**config.mk**
```make
export PLATFORM = sky130hd
export DESIGN_NAME = stream_mux_arb
export DESIGN_NICKNAME = d
export VERILOG_FILES = /design/src/rtl/stream_mux_pkg.sv /design/src/rtl/stream_mux_arb_rr_arbiter.sv /design/src/rtl/stream_mux_arb.sv
export SDC_FILE = /design/constraint.sdc
export NUM_CORES = 1
export LEC_CHECK = 0
export BUFFER_PORTS_ARGS = -buffer_cell sky130_fd_sc_hd__buf_2
export CELL_PAD_IN_SITES_DETAIL_PLACEMENT = 0
export CELL_PAD_IN_SITES_GLOBAL_PLACEMENT = 1
export CORE_AREA = 2 2 103 105
export CTS_CLUSTER_DIAMETER = 50
export CTS_CLUSTER_SIZE = 8
export DETAILED_ROUTE_END_ITERATION = 10
export DIE_AREA = 0 0 105 107
export GPL_TIMING_DRIVEN = 0
export HOLD_SLACK_MARGIN = 0.02
export PLACE_DENSITY_LB_ADDON = 0.12
export SYNTH_ARGS = -nofsm -noshare
export SYNTH_HDL_FRONTEND = slang
export SYNTH_SLANG_ARGS = --single-unit
```
**constraint.sdc**
```tcl
create_clock -name clk_i -period 10.26 [get_ports clk_i]
set_clock_uncertainty 0.2 [all_clocks]
set_input_delay 1.539 -clock clk_i [delete_from_list [all_inputs] [get_ports clk_i]]
set_output_delay 1.539 -clock clk_i [all_outputs]
set_load 0.02 [all_outputs]
```
**src/rtl/stream_mux_pkg.sv**
```systemverilog
// Shared types and constants for the stream multiplexer/arbiter.
package stream_mux_pkg;

   typedef enum logic {ST_IDLE, ST_LOCKED} smux_state_t;

   localparam logic SEL_MODE_EXPLICIT = 1'b0;
   localparam logic SEL_MODE_RR       = 1'b1;

endpackage

```
**src/rtl/stream_mux_arb_rr_arbiter.sv**
```systemverilog
// Round-robin arbiter: rotate requests by ptr, pick the lowest set bit, rotate the index back.
module rr_arbiter #(
   parameter  int unsigned NUM_CH = 8,
   localparam int unsigned SEL_W  = (NUM_CH > 1) ? $clog2(NUM_CH) : 1
) (
   input  logic [NUM_CH-1:0] req_i,
   input  logic [SEL_W-1:0]  ptr_i,
   output logic [SEL_W-1:0]  gnt_idx_o,
   output logic              gnt_ok_o
);

   localparam int unsigned SUM_W = SEL_W + 1;

   logic [2*NUM_CH-1:0] req_dbl;
   logic [NUM_CH-1:0]   req_rot;
   logic [SEL_W-1:0]    off;
   logic [SUM_W-1:0]    sum;

   // Doubling the vector makes the right shift a rotate.
   assign req_dbl = {req_i, req_i};
   assign req_rot = NUM_CH'(req_dbl >> ptr_i);

   // Priority-encode the rotated requests, then add ptr back modulo NUM_CH.
   always_comb begin
      gnt_ok_o  = 1'b0;
      off       = '0;
      for (int i = 0; i < NUM_CH; i++) begin
         if (!gnt_ok_o && req_rot[i]) begin
            gnt_ok_o = 1'b1;
            off      = SEL_W'(i);
         end
      end
      sum = {1'b0, ptr_i} + {1'b0, off};
      if (sum >= SUM_W'(NUM_CH)) begin
         sum = sum - SUM_W'(NUM_CH);
      end
      gnt_idx_o = SEL_W'(sum);
   end

endmodule

```
**src/rtl/stream_mux_arb.sv**
```systemverilog
// NUM_CH valid/ready streams merged onto one registered output, grant locked per packet.
module stream_mux_arb
   import stream_mux_pkg::*;
#(
   parameter  int unsigned DATA_WIDTH = 16,
   parameter  int unsigned NUM_CH     = 8,
   localparam int unsigned SEL_W      = (NUM_CH > 1) ? $clog2(NUM_CH) : 1
) (
   input  logic                         clk_i,
   input  logic                         rst_i,
   input  logic                         sel_mode_i,
   input  logic [SEL_W-1:0]             sel_i,
   input  logic [NUM_CH*DATA_WIDTH-1:0] in_data_i,
   input  logic [NUM_CH-1:0]            in_valid_i,
   input  logic [NUM_CH-1:0]            in_last_i,
   output logic [NUM_CH-1:0]            in_ready_o,
   output logic [DATA_WIDTH-1:0]        out_data_o,
   output logic                         out_valid_o,
   output logic                         out_last_o,
   output logic [SEL_W-1:0]             out_ch_o,
   input  logic                         out_ready_i,
   output logic                         busy_o
);

   localparam int unsigned CNT_W = SEL_W + 1;

   smux_state_t           state_q;
   logic [SEL_W-1:0]      lock_ch_q;
   logic [SEL_W-1:0]      rr_ptr_q;
   logic                  busy_q;

   logic [DATA_WIDTH-1:0] out_data_q, out_data_d;
   logic                  out_valid_q, out_valid_d;
   logic                  out_last_q, out_last_d;
   logic [SEL_W-1:0]      out_ch_q, out_ch_d;

   logic [SEL_W-1:0]      arb_idx;
   logic                  arb_ok;
   logic [SEL_W-1:0]      grant;
   logic                  grant_ok;
   logic                  load_en;
   logic                  accept;
   logic [DATA_WIDTH-1:0] sel_data;
   logic                  sel_last;

   rr_arbiter #(
      .NUM_CH (NUM_CH)
   ) u_rr_arbiter (
      .req_i     (in_valid_i),
      .ptr_i     (rr_ptr_q),
      .gnt_idx_o (arb_idx),
      .gnt_ok_o  (arb_ok)
   );

   assign load_en = !out_valid_q || out_ready_i;

   // Grant source: locked channel, else explicit sel or round-robin winner.
   always_comb begin
      grant    = '0;
      grant_ok = 1'b0;
      if (state_q == ST_LOCKED) begin
         grant    = lock_ch_q;
         grant_ok = 1'b1;
      end else if (NUM_CH == 1) begin
         grant    = '0;
         grant_ok = 1'b1;
      end else if (sel_mode_i == SEL_MODE_EXPLICIT) begin
         grant    = sel_i;
         grant_ok = ({1'b0, sel_i} < CNT_W'(NUM_CH));
      end else begin
         grant    = arb_idx;
         grant_ok = arb_ok;
      end
   end

   // One-hot ready plus beat select; out-of-range grants never match a channel.
   always_comb begin
      in_ready_o = '0;
      sel_data   = '0;
      sel_last   = 1'b0;
      for (int k = 0; k < NUM_CH; k++) begin
         in_ready_o[k] = !rst_i && load_en && grant_ok && (grant == SEL_W'(k));
         if (in_ready_o[k]) begin
            sel_data = in_data_i[k*DATA_WIDTH +: DATA_WIDTH];
            sel_last = in_last_i[k];
         end
      end
   end

   assign accept = |(in_ready_o & in_valid_i);

   // Next output beat: reload when the stage is free, hold while stalled.
   always_comb begin
      out_data_d  = out_data_q;
      out_valid_d = out_valid_q;
      out_last_d  = out_last_q;
      out_ch_d    = out_ch_q;
      if (load_en) begin
         out_valid_d = accept;
         if (accept) begin
            out_data_d = sel_data;
            out_last_d = sel_last;
            out_ch_d   = grant;
         end
      end
   end

   // Output register stage.
   always_ff @(posedge clk_i or posedge rst_i) begin
      if (rst_i) begin
         out_data_q  <= '0;
         out_valid_q <= 1'b0;
         out_last_q  <= 1'b0;
         out_ch_q    <= '0;
      end else begin
         out_data_q  <= out_data_d;
         out_valid_q <= out_valid_d;
         out_last_q  <= out_last_d;
         out_ch_q    <= out_ch_d;
      end
   end

   // Packet-lock FSM with lock channel, round-robin pointer and registered busy.
   always_ff @(posedge clk_i or posedge rst_i) begin
      if (rst_i) begin
         state_q   <= ST_IDLE;
         lock_ch_q <= '0;
         rr_ptr_q  <= '0;
         busy_q    <= 1'b0;
      end else if (accept) begin
         if (sel_last) begin
            state_q  <= ST_IDLE;
            busy_q   <= 1'b0;
            rr_ptr_q <= (grant == SEL_W'(NUM_CH - 1)) ? '0 : grant + SEL_W'(1);
         end else begin
            state_q   <= ST_LOCKED;
            busy_q    <= 1'b1;
            lock_ch_q <= grant;
         end
      end
   end

   assign out_data_o  = out_data_q;
   assign out_valid_o = out_valid_q;
   assign out_last_o  = out_last_q;
   assign out_ch_o    = out_ch_q;
   assign busy_o      = busy_q;

endmodule

```
* After elaboration in Yosys (flattened, before gate mapping)
Index checks and enable logic that the tools add are counted.
** Word-level totals
- Logic and storage cells :: 91
- Output and inout bits :: 30
- Register bits :: 28
- Input bits :: 151
** Operators by class
- Mux-type cells :: 38
- Shift operators :: 1
- Magnitude comparators :: 1
- Reductions and logical operators :: 32
- Bitwise logic cells :: 2
- Eq/ne operators :: 7
- Add/sub/neg operators :: 3
** Operators with widths (count)
- 2-to-1 mux 16 bit :: 8
- 2-to-1 mux 3 bit :: 8
- 2-to-1 mux 1 bit :: 20
- logical AND 1 bit :: 17
- right shift 16 x 3 -> 8 bit :: 1
- equality test 3 bit, second input constant :: 4
- zero test 1 bit :: 9
- AND 8 bit :: 1
- OR reduction 8 bit :: 1
- equality test 3 x 2 -> 1 bit, second input constant :: 2
- AND reduction 2 bit :: 3
- adder 3 x 3 -> 4 bit :: 1
- greater-or-equal comparator 4 bit, second input constant :: 1
- 2-to-1 mux 2 bit :: 2
- adder 3 x 1 -> 3 bit, second input constant :: 1
- equality test 3 x 1 -> 1 bit, second input constant :: 1
- zero test 3 bit :: 1
- subtractor 3 x 1 -> 3 bit, second input constant :: 1
- logical OR 1 bit :: 1
- NOT 1 bit :: 1

* Depth between registers and ports, before layout
- Depth after elaboration :: 40
- Gate-level depth with buffers :: 26
- Gate-level depth less buffers :: 22

* Modules after synthesis
From an unflattened synthesis, not the netlist that was laid out.
** Second synthesis, totals
- Cell total of the unflattened synthesis :: 383
- Area, all modules :: 3095.5 µm²
** Modules (own cells, without submodules)
- stream_mux_arb :: cells each 304, times used 1, seq. area each 700.7 µm², area each 2462.4 µm²
- rr_arbiter :: cells each 79, times used 1, seq. area each 0.0 µm², area each 633.1 µm²

* Worst setup path before layout
OpenSTA, ideal clock, no wires.
- Kind :: input -> output
- Start :: in in_valid_i[2]
- End :: out in_ready_o[7]
- Data arrival time :: 4776 ps
- Buffers on the path :: 2
- Required time :: 8521 ps
- Setup slack :: 3745 ps
- Stages on the path :: 18
- Path through :: mux2i_1 -> nor3_1 -> o21ai_0 -> o21ai_0 -> o21ai_0 -> nor2_1 -> a21oi_1 -> o31ai_1 -> ha_1 -> fa_1 -> xnor2_1 -> xor2_1 -> o21ai_0 -> ha_1 -> nand2_1 -> nor2_1 -> buf_2 -> clkbuf_1
** On the way
- Cells in the longest elaborated chain, start to end :: 30
- Elaborated cells on any way between the ends :: 41
- Classes of those cells :: add/sub (2); order compare (1); eq/ne (1); shift (1); mux (20); reduce/logical (16)
** Ends and longest elaborated chain
- from (decl) :: line stream_mux_arb.sv:14 : input logic [NUM_CH-1:0] in_valid_i,
- right shift 16 x 3 -> 8 bit (*) :: line stream_mux_arb_rr_arbiter.sv:21 : assign req_rot = NUM_CH'(req_dbl >> ptr_i);
- 2-to-1 mux 1 bit :: line stream_mux_arb_rr_arbiter.sv:28 : if (!gnt_ok_o && req_rot[i]) begin
- zero test 1 bit :: line stream_mux_arb_rr_arbiter.sv:28
- logical AND 1 bit :: line stream_mux_arb_rr_arbiter.sv:28
- 2-to-1 mux 1 bit :: line stream_mux_arb_rr_arbiter.sv:28
- zero test 1 bit :: line stream_mux_arb_rr_arbiter.sv:28
- logical AND 1 bit :: line stream_mux_arb_rr_arbiter.sv:28
- 2-to-1 mux 1 bit :: line stream_mux_arb_rr_arbiter.sv:28
- (+15 left out)
- adder 3 x 3 -> 4 bit (*) :: line stream_mux_arb_rr_arbiter.sv:33 : sum = {1'b0, ptr_i} + {1'b0, off};
- greater-or-equal comparator 4 bit / subtractor 3 x 1 -> 3 bit (equally long branches) :: line stream_mux_arb_rr_arbiter.sv:34, stream_mux_arb_rr_arbiter.sv:35
- 2-to-1 mux 3 bit (*) :: line stream_mux_arb_rr_arbiter.sv:34 : if (sum >= SUM_W'(NUM_CH)) begin
- 2-to-1 mux 3 bit (*) :: line stream_mux_arb.sv:67 : end else if (sel_mode_i == SEL_MODE_EXPLICIT) begin
- 2-to-1 mux 3 bit (*) :: line stream_mux_arb.sv:61 : if (state_q == ST_LOCKED) begin
- named net grant[2] :: line stream_mux_arb.sv:39 : logic [SEL_W-1:0] grant;
- equality test 3 bit (*) :: line stream_mux_arb.sv:82 : in_ready_o[k] = !rst_i && load_en && grant_ok && (grant == SEL_W'(k));
- logical AND 1 bit (*) :: line stream_mux_arb.sv:82
- to (decl) :: line stream_mux_arb.sv:16 : output logic [NUM_CH-1:0] in_ready_o,
Mark *: on every way through the listed nets, which the timed path passes. The rest lies on a longest branch.

* Worst setup path in the final report
- Start :: in in_valid_i[5]
- End :: out in_ready_o[7]
The elaborated chain is that of the path after synthesis.

==> impl_metrics.toml <==
[global_routing]
grt_pass1_vias = 3818
track_usage_pct = 21.6
gr-total-overflow = 0
grt_max_degree = 30
antenna_found_initial = 0
grt_pass1_wl_mm = 19.7

[clock_network]
clock_path_buffers = 2
htreeDepth = 1
cts_tree = "built"
cts.sinks = 28
cts_made_buffers = 3
clk_pin_slew_ns = 0.11
cts-root-buf = "clkbuf_8"
cts-resized-gates = 0
post-cts-setup-buffer-count = 0
cts_hold_repair.buffers = 0
clkLatencyLatePin_ns = 0.29

[run]
maxCapViolations = 0

[timing]
relSlewSlack_pct = 23.9
slew_viol_final = 0
maxClockFrequency_ghz = 0.130
final-hold-violation-count = 0
worst_pin_slew_ns = 1.14
setup_slack_ns = 2.58
rsz0062_at_grt = "no"
period_minus_slack_ns = 7.68
setup_viol = 0
tns_ns = 0
fin_crit_sh_pct = 74.8

[die]
die_h_um = 107
std_cell_rows = 37
chipWidth_um = 105
design.die.area_um2 = 11200
start_util_pct = 32.1
design.portCount = 181
core-area_um2 = 10100

[place]
place.gp.congestion = 0.870
place_inst = 761
io_buffers = 180
dp_hpwl_mm = 10.5
dp_worst_setup_slack_ns = 2.68

[logic_synthesis]
synth_cells = 445
syn-num-nets = 604
synth_common_cells = "nand2_1, o21ai_0, nor2_1"
synth.avg_cell_area_um2 = 7.28
yosys_register_bits = 28
ys_top_cells_by_area = "dfrtp_1, nand2_1, mux2i_1"
netlist.area_leader.share_pct = 21.6
ys_seq_area_share_pct = 21.6
async_reset_ff_share_pct = 100
synth_flop_cell = "dfrtp_1"
yosysMostFrequentCell = "nand2_1"
synth_edf_count = 0
synth.distinct_cells = 54
syn_area_um2 = 3240
synth_top_area_cell = "dfrtp_1"
yosys_warnings = 0

[critical_path]
critPathKind = "in2out"
crit_path_start_kind = "input pin"
cp.buffers_inverters = 4
path_cells = "buf_2 > nor2b_1 > a211oi_1 > nor2_1 > o21ai_0 > nor2_1 > a21oi_1 > o31ai_1 > ha_1 > fa_1 > xnor2_1 > xor2_1 > o21ai_0 > ha_1 > nand2_1 > nor2_1 > buf_2 > clkbuf_1 > buf_2"
cp.required_ns = 8.52
endpoint_kind = "output port"
cpMaxStageDelayCell = "a211oi_1"
crit_arrival_ns = 5.94
max_stage_delay_ns = 0.48
crit_family = "compound AO/OA/AOI/OAI gates"
crit_fanout = 10

[detailed_routing]
drt-pass1-iter-count = 6
wl_met2_mm = 5.92
maxUsedRoutingLayer = "met4"
drt-initial-drc-count = 335
drc = 0
viasPerCell = 5.20
route.met3.wl_um = 942
route.vias.total = 3981
totalWireLength_mm = 12.8
met1_length_mm = 5.78
routedWlPerCell_um = 16.7
detail-route-antenna-nets = 0

[cells_and_area]
utilization_pct = 43.4
multi_input_area_um2 = 2260
ff_latch_area_um2 = 701
antenna_cells = 0
fill_cells = 1102
drive_gt1_share_pct = 33.5
fin_cells = 765
area_growth_pct = 35.3
nets = 789

[power_and_ir_drop]
p_clk_share_pct = 6.6
power.leakage_uw = 0.00214
ir_drop_mv = 0.127
p_switching_uw = 769
p_sw_share_pct = 54.8
comb_power_share_pct = 80.0
seqPwrFrac_pct = 13.4
p_int_uw = 636
power.density_nw_per_um2 = 321

[outcome]
status = "completed"

[min_path]
hold_class = "reg2reg"
-- tightest hold or removal path: stages (launching register included) --
cell and delay, ns:
dfrtp_1 0.35, nand2_1 0.05, o221ai_1 0.06
-- power groups by stage --
stage	sequential, uW	clock (uW)	combinational (uW)
2_1_floorplan	227	0	769
3_3_place_gp	189	0	1110
3_5_place_dp	190	0	1120
4_1_cts	188	94.2	1130
5_1_grt	195	98.8	1260
6_report	188	92.4	1120
-- layout by cell type (no fill, tap or decap), types with 3 or more instances in the layout --
| master | Yosys | final |
|---|---|---|
| mux2i_1 | 20 | 20 |
| a2111oi_0 | 7 | 7 |
| mux2_2 | 7 | 7 |
| o21ai_0 | 40 | 40 |
| and2_1 | 7 | 7 |
| buf_2 | 8 | 188 |
| nand3b_1 | 8 | 8 |
| a211oi_1 | 3 | 3 |
| a311o_1 | 9 | 9 |
| buf_1 | 7 | 7 |
| buf_4 | 3 | 3 |
| a22o_1 | 3 | 3 |
| dfrtp_1 | 28 | 28 |
| nand2_1 | 88 | 88 |
| a22oi_1 | 13 | 13 |
| a221oi_1 | 8 | 8 |
| nor2b_1 | 6 | 6 |
| ha_1 | 7 | 7 |
| mux2_1 | 5 | 5 |
| nor2_1 | 35 | 35 |
| a222oi_1 | 11 | 11 |
| inv_1 | 26 | 26 |
| a21oi_1 | 26 | 26 |
| nor3_1 | 5 | 5 |
| clkbuf_1 | 20 | 20 |
| clkbuf_8 | 0 | 3 |
| o221ai_1 | 9 | 9 |
-- cell families (layout without fill, tap and decap cells) --
family	after synthesis	count (layout)	share of synthesized area, %
AO/OA/AOI/OAI	144	144	31.1
flip-flops	28	28	21.6
adder cells (fa/ha/maj)	8	8	3.32
XOR/XNOR	2	2	0.541
buffers and inverters	66	250	8.54
AND/OR/NAND/NOR	161	161	22.3
multiplexers	36	36	12.6
-- per-layer routing --
metal / vias to the layer above / track usage [%]
li1: 1999 / -
met1: 1824 / 29.7
met2: 147 / 36.0
met3: 11 / 4.80
met4: 0 / 2.29
met5: - / 0
-- through the flow --
stage	instance area [um^2]	hold slack (ns)	power (uW)
after floorplan	3240	0.264	996
after global placement	4310	0.261	1300
after detailed placement	4310	0.268	1310
after CTS	4380	0.296	1410
after global routing	4380	0.326	1560
final	4380	0.293	1400
-- flip-flops by register name, summed over array words and instances (netlist names) --
register	cells
out_data_o	16
out_last_o	1
lock_ch_q	3
out_ch_o	3
busy_o	1
rr_ptr_q	3
out_valid_o	1
-- worst paths after layout --
check | start | endpoint | slack [ns] | cells after the start
min in group asynchronous | rst_i | out_data_o[0]$_DFFE_PP0P_ | 1.33 | 2
hold reg to reg | out_data_o[6]$_DFFE_PP0P_ | out_data_o[6]$_DFFE_PP0P_ | 0.29 | 2
setup reg to reg | rr_ptr_q[1]$_DFFE_PP0P_ | out_data_o[15]$_DFFE_PP0P_ | 4.43 | 22
max in group asynchronous | rst_i | out_data_o[12]$_DFFE_PP0P_ | 7.85 | 2
setup / recovery | in_valid_i[5] | in_ready_o[7] | 2.58 | 19
hold / removal | out_data_o[6]$_DFFE_PP0P_ | out_data_o[6]$_DFFE_PP0P_ | 0.29 | 2
-- area by class of cell --
type                    instances  area share [%]
clock buffers                   3           0.943
well taps                     136            3.88
repair buffers                180            20.6
inverters                      27            2.31
plain buffers                  39            4.00
clock inverters                 1           0.686
multi-input cells             351            51.6
flip-flops and latches         28            16.0
No activity file was read; power rests on OpenSTA's default activity.
